### src/rtl/vend_pkg.sv
// Shared encodings and helpers for the vending controller.
// Imported by vend_credit_acc and vend_controller.
package vend_pkg;

  localparam logic [1:0] COIN_NONE = 2'b00;
  localparam logic [1:0] COIN_5    = 2'b01;
  localparam logic [1:0] COIN_10   = 2'b10;
  localparam logic [1:0] COIN_BAD  = 2'b11;

  localparam logic [1:0] SEL_A = 2'b01;
  localparam logic [1:0] SEL_B = 2'b10;

  typedef enum logic [1:0] {
    IDLE,
    COLLECT,
    VEND,
    CHANGE
  } state_t;

  // Coin value in 5-rupee units; none/invalid count as 0.
  function automatic logic [1:0] coin_value(input logic [1:0] c);
    logic [1:0] v;
    v = 2'd0;
    if (c == COIN_5)  v = 2'd1;
    if (c == COIN_10) v = 2'd2;
    return v;
  endfunction

endpackage

### src/rtl/vend_credit_acc.sv
// Credit register with add, price subtract and decrement-by-one.
// Flags coins that would push credit past the ceiling.
module vend_credit_acc
  import vend_pkg::*;
#(
  parameter int CW         = 4,
  parameter int MAX_CREDIT = 8
) (
  input  logic          clk,
  input  logic          rst,
  input  logic          add_en,
  input  logic [1:0]    add_val,
  input  logic          sub_en,
  input  logic [CW-1:0] sub_val,
  input  logic          dec_en,
  output logic [CW-1:0] credit,
  output logic          ovf
);

  logic [CW:0] sum;

  assign sum = {1'b0, credit} + {{(CW-1){1'b0}}, add_val};
  assign ovf = sum > (CW+1)'(MAX_CREDIT);

  // Credit update; subtract and decrement win over add.
  always_ff @(posedge clk) begin
    if (!rst) begin
      credit <= '0;
    end else if (sub_en) begin
      credit <= credit - sub_val;
    end else if (dec_en) begin
      credit <= credit - 1'b1;
    end else if (add_en && !ovf) begin
      credit <= sum[CW-1:0];
    end
  end

  a_ceiling: assert property (
    @(posedge clk) disable iff (!rst)
    credit <= CW'(MAX_CREDIT));

  a_no_sub_wrap: assert property (
    @(posedge clk) disable iff (!rst)
    sub_en |-> sub_val <= credit);

  a_no_dec_wrap: assert property (
    @(posedge clk) disable iff (!rst)
    dec_en |-> credit != '0);

endmodule

### src/rtl/vend_controller.sv
// Vending sequencer: credit, selection, dispense handshake, change.
// Optional idle auto-refund when VEND_TIMEOUT_EN is defined.
module vend_controller
  import vend_pkg::*;
#(
  parameter int PRICE_A     = 3,
  parameter int PRICE_B     = 4,
  parameter int MAX_CREDIT  = 8,
  parameter int CW          = 4,
  parameter int TIMEOUT_CYC = 1000
) (
  input  logic          clk,
  input  logic          rst,
  input  logic [1:0]    coin,
  input  logic [1:0]    sel,
  input  logic          cancel,
  input  logic          disp_ack,
  output logic          disp_req,
  output logic          disp_item,
  output logic          change_pulse,
  output logic          coin_reject,
  output logic [CW-1:0] credit,
  output logic          busy
);

  localparam logic [CW-1:0] PA = CW'(PRICE_A);
  localparam logic [CW-1:0] PB = CW'(PRICE_B);

  state_t        state, state_n;
  logic          item_n, pulse_n, rej_n;
  logic          add_en, sub_en, dec_en, ovf;
  logic          coin_act, want, can_buy, tmo;
  logic [CW-1:0] price;

  vend_credit_acc #(
    .CW        (CW),
    .MAX_CREDIT(MAX_CREDIT)
  ) u_acc (
    .clk    (clk),
    .rst    (rst),
    .add_en (add_en),
    .add_val(coin_value(coin)),
    .sub_en (sub_en),
    .sub_val(price),
    .dec_en (dec_en),
    .credit (credit),
    .ovf    (ovf)
  );

  assign coin_act = coin != COIN_NONE;
  assign want     = (sel == SEL_A) || (sel == SEL_B);
  assign price    = (sel == SEL_B) ? PB : PA;
  assign can_buy  = want && (credit >= price);

`ifdef VEND_TIMEOUT_EN
  localparam int TW = $clog2(TIMEOUT_CYC + 1);

  logic [TW-1:0] idle_cnt;
  logic          quiet;

  assign quiet = (state == COLLECT) && !coin_act
              && (sel == 2'b00) && !cancel;
  assign tmo   = quiet && (idle_cnt == TW'(TIMEOUT_CYC - 1));

  always_ff @(posedge clk) begin
    if (!rst) begin
      idle_cnt <= '0;
    end else if (!quiet || tmo) begin
      idle_cnt <= '0;
    end else begin
      idle_cnt <= idle_cnt + 1'b1;
    end
  end
`else
  assign tmo = 1'b0;
`endif

  always_ff @(posedge clk) begin
    if (!rst) begin
      state        <= IDLE;
      disp_item    <= 1'b0;
      change_pulse <= 1'b0;
      coin_reject  <= 1'b0;
    end else begin
      state        <= state_n;
      disp_item    <= item_n;
      change_pulse <= pulse_n;
      coin_reject  <= rej_n;
    end
  end

  always_comb begin
    state_n = state;
    item_n  = 1'b0;
    pulse_n = 1'b0;
    rej_n   = 1'b0;
    add_en  = 1'b0;
    sub_en  = 1'b0;
    dec_en  = 1'b0;
    unique case (state)
      IDLE, COLLECT: begin
        if (state == COLLECT && (cancel || tmo)) begin
          state_n = CHANGE;
          pulse_n = 1'b1;
          rej_n   = coin_act;
        end else if (state == COLLECT && can_buy) begin
          state_n = VEND;
          sub_en  = 1'b1;
          item_n  = (sel == SEL_B);
          rej_n   = coin_act;
        end else if (coin_act) begin
          if (coin == COIN_BAD || ovf) begin
            rej_n = 1'b1;
          end else begin
            add_en  = 1'b1;
            state_n = COLLECT;
          end
        end
      end
      VEND: begin
        rej_n = coin_act;
        if (disp_ack) begin
          if (credit != '0) begin
            state_n = CHANGE;
            pulse_n = 1'b1;
          end else begin
            state_n = IDLE;
          end
        end else begin
          item_n = disp_item;
        end
      end
      CHANGE: begin
        rej_n  = coin_act;
        dec_en = 1'b1;
        if (credit == CW'(1)) begin
          state_n = IDLE;
        end else begin
          pulse_n = 1'b1;
        end
      end
    endcase
  end

  assign disp_req = (state == VEND);
  assign busy     = (state == VEND) || (state == CHANGE);

endmodule

### config.mk
export PLATFORM = sky130hd
export DESIGN_NAME = vend_controller
export DESIGN_NICKNAME = d
export VERILOG_FILES = /design/src/rtl/vend_pkg.sv /design/src/rtl/vend_credit_acc.sv /design/src/rtl/vend_controller.sv
export SDC_FILE = /design/constraint.sdc
export NUM_CORES = 1
export LEC_CHECK = 0
export BUFFER_PORTS_ARGS = -buffer_cell sky130_fd_sc_hd__buf_4
export CAP_MARGIN = 20
export CORE_MARGIN = 1.5
export CORE_UTILIZATION = 30
export CTS_CLUSTER_DIAMETER = 40
export DETAILED_ROUTE_END_ITERATION = 8
export HOLD_SLACK_MARGIN = 0.03
export SETUP_SLACK_MARGIN = 0.02
export SKIP_CTS_REPAIR_TIMING = 1
export SYNTH_ARGS = -nofsm -noshare
export SYNTH_HDL_FRONTEND = slang
export SYNTH_HIERARCHICAL = 1
export SYNTH_SLANG_ARGS = --single-unit
### constraint.sdc
create_clock -name clk -period 7 [get_ports clk]
set_input_delay 0.35 -clock clk [delete_from_list [all_inputs] [get_ports clk]]
set_output_delay 0.35 -clock clk [all_outputs]
set_load 0.01 [all_outputs]
; Word-level counts from Yosys, hierarchy flattened
; Cells that the tools add are included.
[op_classes]
n_addsub = 3
magnitude_cmp = 2
n_eq_ne = 13
mux = 37
reduce_logical = 15
[ops]
columns = op, n
row1 = 2-to-1 mux 1 bit, 21
row2 = 2-to-1 mux 2 bit, 8
row3 = 2-to-1 mux 4 bit, 3
row4 = equality test 2 bit (second input constant), 5
row5 = != test 4 bit (second input constant), 2
row6 = equality test 2 x 1 -> 1 bit (second input constant), 3
row7 = one-hot mux 2 bit (3 select lines), 1
row8 = adder 4 x 2 -> 5 bit, 1
row9 = > comparator 5 x 4 -> 1 bit (second input constant), 1
row10 = equality test 4 x 1 -> 1 bit (second input constant), 1
row11 = >= comparator 4 x 3 -> 1 bit, 1
row12 = logical AND 1 bit, 4
row13 = != test 2 bit (second input constant), 2
row14 = one-hot mux 1 bit (2 select lines), 2
row15 = AND reduction 4 bit, 1
row16 = nonzero test 4 bit, 1
row17 = OR reduction 2 bit, 2
row18 = subtractor 4 x 1 -> 4 bit (second input constant), 1
row19 = subtractor 4 x 3 -> 4 bit, 1
row20 = logical OR 1 bit, 3
row21 = 2-to-1 mux 3 bit, 1
row22 = one-hot mux 1 bit (3 select lines), 1
row23 = nonzero test 3 bit, 1
row24 = zero test 2 bit, 1
row25 = other kinds (2), 2
[word_totals]
reg_bits = 9
in_bits = 8
output_inout_bits = 9
word_cells = 75

; Logic depth before layout (Yosys ltp)
[logic_depth]
depth_word = 15
mapped_depth = 15
mapped_depth_nobuf = 15

; Hierarchy
; Netlist, hierarchy kept.
[modules_own_cells]
columns = module, n_inst, cells_per_inst, area_per_inst_um2, seq_area_each_um2
row1 = vend_credit_acc, 1, 68, 549.3, 80.1
row2 = vend_controller, 1, 53, 427.9, 100.1

; Least setup slack after synthesis
; OpenSTA, ideal clock, no wires.
[synth_timing]
path_kind = input to register
startpoint = in coin[1]
endpoint = reg u_acc.credit[0]
setup_ps = 66
arrival_time_ps = 2891
t_required_ps = 6934
slack_ps = 4043
cell_stages = 15
path_buffers = 0
path_cell_list = and2b_1 > ha_1 > inv_1 > fa_1 > xor2_1 > nand3b_1 > a22o_1 > nor2_1 > nand4b_1 > a21oi_1 > nor3_1 > a31o_1 > a31o_4 > a211o_1 > a21oi_2
[synth_between]
elab_chain_cells = 13
word_cells_on_any_way = 20
cone_classes = 1 x add/sub / 1 x order compare / 3 x eq/ne / 10 x mux / 5 x reduce/logical
[synth_rtl]
columns = element, line
row1 = "start, declared", vend_controller.sv:14  ; input logic [1:0] coin,
row2 = equality test 2 x 1 -> 1 bit, vend_pkg.sv:24  ; if (c == COIN_5) v = 2'd1;
row3 = 2-to-1 mux 1 bit, vend_pkg.sv:24
row4 = 2-to-1 mux 2 bit (*), vend_pkg.sv:25  ; if (c == COIN_10) v = 2'd2;
row5 = adder 4 x 2 -> 5 bit (*), vend_credit_acc.sv:22  ; assign sum = {1'b0, credit} + {{(CW-1){1'b0}}, add_val};
row6 = > comparator 5 x 4 -> 1 bit (*), vend_credit_acc.sv:23  ; assign ovf = sum > (CW+1)'(MAX_CREDIT);
row7 = named net ovf, vend_controller.sv:31  ; logic add_en, sub_en, dec_en, ovf;
row8 = logical OR 1 bit (*), vend_controller.sv:112  ; if (coin == COIN_BAD || ovf) begin
row9 = 2-to-1 mux 1 bit (*), vend_controller.sv:112
row10 = 2-to-1 mux 1 bit (*), vend_controller.sv:111  ; end else if (coin_act) begin
row11 = 2-to-1 mux 1 bit (*), vend_controller.sv:106  ; end else if (state == COLLECT && can_buy) begin
row12 = 2-to-1 mux 1 bit (*), vend_controller.sv:102  ; if (state == COLLECT && (cancel || tmo)) begin
row13 = 2-to-1 mux 1 bit (*), vend_controller.sv:100  ; unique case (state)
row14 = named net add_en, vend_controller.sv:31
row15 = logical AND 1 bit (*), vend_credit_acc.sv:33  ; end else if (add_en && !ovf) begin
row16 = nonzero test 3 bit (no line) (*), n/a
row17 = "end signal, assigned", vend_credit_acc.sv:30  ; credit <= credit - sub_val;
row18 = "end signal, assigned", vend_credit_acc.sv:32  ; credit <= credit - 1'b1;
row19 = "end signal, assigned", vend_credit_acc.sv:34  ; credit <= sum[CW-1:0];
row20 = "end, declared", vend_credit_acc.sv:16  ; output logic [CW-1:0] credit,
; The timed path passes the listed nets; every way through them passes the cells marked *. The select of a mux whose other input is x is not followed.
; A chain may end at the register's enable or synchronous reset.

; Worst setup path after layout
[layout_timing]
startpoint = reg u_acc.credit[1]
endpoint = reg u_acc.credit[0]
[layout_between]
elab_chain_cells = 10
word_cells_on_any_way = 18
cone_classes = 1 x add/sub / 2 x order compare / 9 x mux / 6 x reduce/logical
[layout_rtl]
columns = element, line
row1 = adder 4 x 2 -> 5 bit, vend_credit_acc.sv:22
row2 = > comparator 5 x 4 -> 1 bit, vend_credit_acc.sv:23
row3 = named net ovf, vend_controller.sv:31
row4 = logical OR 1 bit, vend_controller.sv:112
row5 = 2-to-1 mux 1 bit, vend_controller.sv:112
row6 = 2-to-1 mux 1 bit, vend_controller.sv:111
row7 = 2-to-1 mux 1 bit, vend_controller.sv:106
row8 = 2-to-1 mux 1 bit, vend_controller.sv:102
row9 = 2-to-1 mux 1 bit, vend_controller.sv:100
row10 = named net add_en, vend_controller.sv:31
row11 = logical AND 1 bit, vend_credit_acc.sv:33
row12 = nonzero test 3 bit (no line), n/a
; The timed path passes the listed nets, and every way through them passes these cells.

==> flow_metrics.py <==
metrics = {
    "worst_setup_path": {
        "worst_setup_path_end_kind": "register",
        "start_kind": "register",
        "r2r_slack_ns": 3.66,
        "path_max_fanout": 8,
        "cp.arrival_ns": 3.53,
        "cp_slowest_cell": "dfxtp_1",
        "r2r_end": "u_acc/credit[0]",
        "crit_buf_inv": 1,
        "r2r_start": "u_acc/credit[1]",
        "rr_worst_depth": 13,
        "critPathMaxStageDelay_ns": 0.56,
        "crit_cells": 13,
        "path_cells": "inv_1 > fa_1 > xor2_1 > nand3b_1 > a22o_1 > nor2_1 > nand4b_1 > a21oi_1 > nor3_1 > a31o_1 > a31o_4 > a211o_1 > a21oi_2",
        "critPathKind": "register to register",
        "critPathRequiredTime_ns": 7.19,
        "critPathTopFamily": "compound AO/OA/AOI/OAI gates",
        "crit_start": "u_acc/credit[1]",
        "endpoint": "u_acc/credit[0]",
    },
    "die": {
        "start_util_pct": 31.75,
        "coreArea_um2": 3078,
        "ios": 17,
        "num_rows": 20,
        "dieWidth_um": 60.07,
        "dieHeight_um": 60.07,
        "die_area_um2": 3608,
    },
    "sta": {
        "finalSetupTns_ns": 0,
        "finalHoldViolCount": 0,
        "fin_crit_ns": 3.337,
        "finClkSkew_ns": 0.002130,
        "worst_pin_slew_ns": 0.6482,
        "relSlewSlack_pct": 56.70,
        "setup_viol": 0,
        "max_freq_mhz": 299.7,
        "slew_viol_final": 0,
        "rsz0062_at_grt": "no",
        "min_period_over_period_pct": 47.67,
    },
    "pwr": {
        "p_leak_uw": 0.0004661,
        "ir_worst_vdd_v": 0.00004651,
        "power.density_nw_per_um2": 219.0,
    },
    "layout": {
        "fill_cells": 333,
        "drive_gt1_share_pct": 20.00,
        "finalNonFillerCells": 179,
        "nNetsFinal": 156,
        "final_util_pct": 36.99,
        "areaGrowthSynthToFinish_pct": 16.52,
        "diodes": 0,
        "design_area_um2": 1139,
    },
    "place": {
        "place_congestion": 0.8980,
        "post-dp-hpwl_um": 1699,
        "postPlaceCellArea_um2": 1112,
        "io_buffers": 16,
        "dpl.cell_count": 175,
    },
    "synthesis": {
        "synth_seq_cells": 9,
        "synth_compound_area_share_pct": 26.50,
        "synth_warnings": 6,
        "syn_inst": 121,
        "syn_area_um2": 977.2,
        "synthXorXnorAreaFrac_pct": 4.481,
        "synth_top_family_by_area": "compound AO/OA/AOI/OAI gates",
        "yosysUniqueCellTypes": 45,
        "syn_area_per_cell_um2": 8.076,
        "synth-simple-area-share_pct": 22.79,
        "synth_fa_ha_area_share_pct": 16.90,
        "syn_nets": 141,
        "seq_area_frac_synth_pct": 18.44,
        "synth_mux_area_share_pct": 1.024,
    },
    "clock_network": {
        "cts_tree": "built",
        "numCtsBuffers": 3,
        "clkTransAtPathRegs_ns": 0.06,
        "clockBufferDepth": 2,
        "cts-root-buf": "clkbuf_4",
        "clock_sinks": 9,
        "insertion_delay_ns": 0.25,
        "h-tree-depth": 1,
    },
    "drt": {
        "wl_per_cell_um": 12.28,
        "drt_iter0_drc": 36,
        "wirelength_um": 2199,
        "route.met2.wl_um": 1062,
        "final_antenna_net_count": 0,
        "routed.top_layer": "met4",
        "wl_met3_um": 67,
        "viasPerCell": 5.061,
        "wl_met1_um": 1057,
        "drc_errors": 0,
        "vias": 906,
        "firstDrtPassIters": 4,
    },
    "global_routing": {
        "grt_remaining_overflow": 0,
        "grt.total_usage_pct": 13.94,
        "grt_antenna_before_repair": 0,
        "grt_pass1_vias": 853,
        "grt_pass1_wl_um": 3753,
        "grt_max_degree": 14,
    },
    "hold_path": {
        "hp-class": "input pin to register",
    },
    "job": {
        "max_cap_violations": 0,
    },
    "status": {
        "status": "completed",
    },
}
[layer usage]
metal / vias up / track usage, %
li1: 456 / -
met1: 419 / 17.98
met2: 29 / 23.14
met3: 2 / 1.299
met4: 0 / 6.667
met5: - / 0
[cells by family (layout without fill, tap and decap cells)]
family | Yosys count | in the layout
simple gates | 39 | 39
other cells | 1 | 1
mux | 1 | 1
buf+inv | 20 | 34
fa+ha+maj | 12 | 12
xor+xnor | 5 | 5
compound gates | 34 | 34
flops | 9 | 9
[layout make-up]
cell class / count / area [um^2] / share of cell area, %
Clock buffer: 4 / 26.28 / 2.308
Inverter: 14 / 52.55 / 4.615
Multi-Input combinational cell: 92 / 704.4 / 61.87
Sequential cell: 9 / 180.2 / 15.82
Tap cell: 44 / 55.05 / 4.835
Timing Repair Buffer: 16 / 120.1 / 10.55
[layout by cell type, fill, tap and decap left out, drive strengths merged, types with 2 or more instances in the layout]
| cell type | instances |
|---|---|
| a211oi | 4 |
| a21oi | 12 |
| a31o | 2 |
| and2b | 2 |
| buf | 16 |
| clkbuf | 4 |
| dfxtp | 9 |
| fa | 2 |
| ha | 10 |
| inv | 14 |
| nand2 | 11 |
| nand3b | 2 |
| nor2 | 6 |
| nor2b | 6 |
| nor3 | 5 |
| nor3b | 2 |
| o21ai | 5 |
| xnor2 | 3 |
| xor2 | 2 |
[sequential cells by signal (all words and copies together), names as in the netlist]
signal,cells
u_acc/credit,4
state,2
change_pulse,1
coin_reject,1
disp_item,1
[worst min path at each step]
stage | cells after the start | to | startpoint | slack (ns)
6_report | 3 | coin_reject | coin[0] | 0.36
5_1_grt | 3 | coin_reject | coin[0] | 0.37
4_1_cts | 3 | coin_reject | coin[0] | 0.35
3_5_place_dp | 2 | change_pulse | state[0] | 0.52
3_3_place_gp | 2 | change_pulse | state[0] | 0.53
2_1_floorplan | 2 | coin_reject | coin[0] | 0.48
[cells in the mapped netlist (all sizes together)]
cell / instances / area (um^2)
a211o: 1 / 8.760
a211oi: 4 / 40.03
a21boi: 1 / 7.510
a21oi: 12 / 67.57
a221oi: 1 / 8.760
a22o: 1 / 8.760
a31o: 2 / 26.28
a32o: 1 / 10.01
and2b: 2 / 15.01
buf: 5 / 36.28
clkbuf: 1 / 3.750
conb: 1 / 3.750
dfxtp: 9 / 180.2
fa: 2 / 40.04
ha: 10 / 125.1
inv: 14 / 52.55
mux2i: 1 / 10.01
nand2: 11 / 41.29
nand2b: 1 / 6.260
nand3: 1 / 5.000
nand3b: 2 / 15.01
nand4: 1 / 6.260
nand4b: 1 / 8.760
nor2: 6 / 22.52
nor2b: 6 / 45.04
nor3: 5 / 25.02
nor3b: 2 / 26.28
nor4: 1 / 6.260
o211ai: 1 / 7.510
o21ai: 5 / 25.02
o22ai: 1 / 6.260
o2bb2ai: 1 / 8.760
o311a: 1 / 10.01
o311ai: 1 / 16.27
o31ai: 1 / 7.510
xnor2: 3 / 26.28
xor2: 2 / 17.52
[stage by stage]
stage | hold WS, ns | setup slack (ns) | total power (uW)
6_report | 0.3574 | 3.663 | 249.4
5_1_grt | 0.3749 | 3.364 | 272.9
4_1_cts | 0.3539 | 3.663 | 251.0
3_5_place_dp | 0.5236 | 3.611 | 210.7
3_3_place_gp | 0.5292 | 3.645 | 208.9
2_1_floorplan | 0.4826 | 4.043 | 176.0
[worst register-to-register path, cell delays in order, from the launching register on]
cell and delay (ns):
dfxtp_1 0.56, inv_1 0.22, fa_1 0.55, xor2_1 0.17
nand3b_1 0.13, a22o_1 0.23, nor2_1 0.13, nand4b_1 0.19
a21oi_1 0.19, nor3_1 0.06, a31o_1 0.21, a31o_4 0.24
a211o_1 0.28, a21oi_2 0.13
[where the power goes]
group | switching, uW | total [uW] | internal (uW) | leakage, uW
sequential | 19.2 | 78.5 | 59.3 | 0.0000738
combinational | 67.3 | 132 | 64.3 | 0.000377
clock | 17.3 | 39.2 | 21.9 | 0.0000150
total | 104 | 249 | 146 | 0.000466
Note: power is estimated with default switching activity, not from simulation.
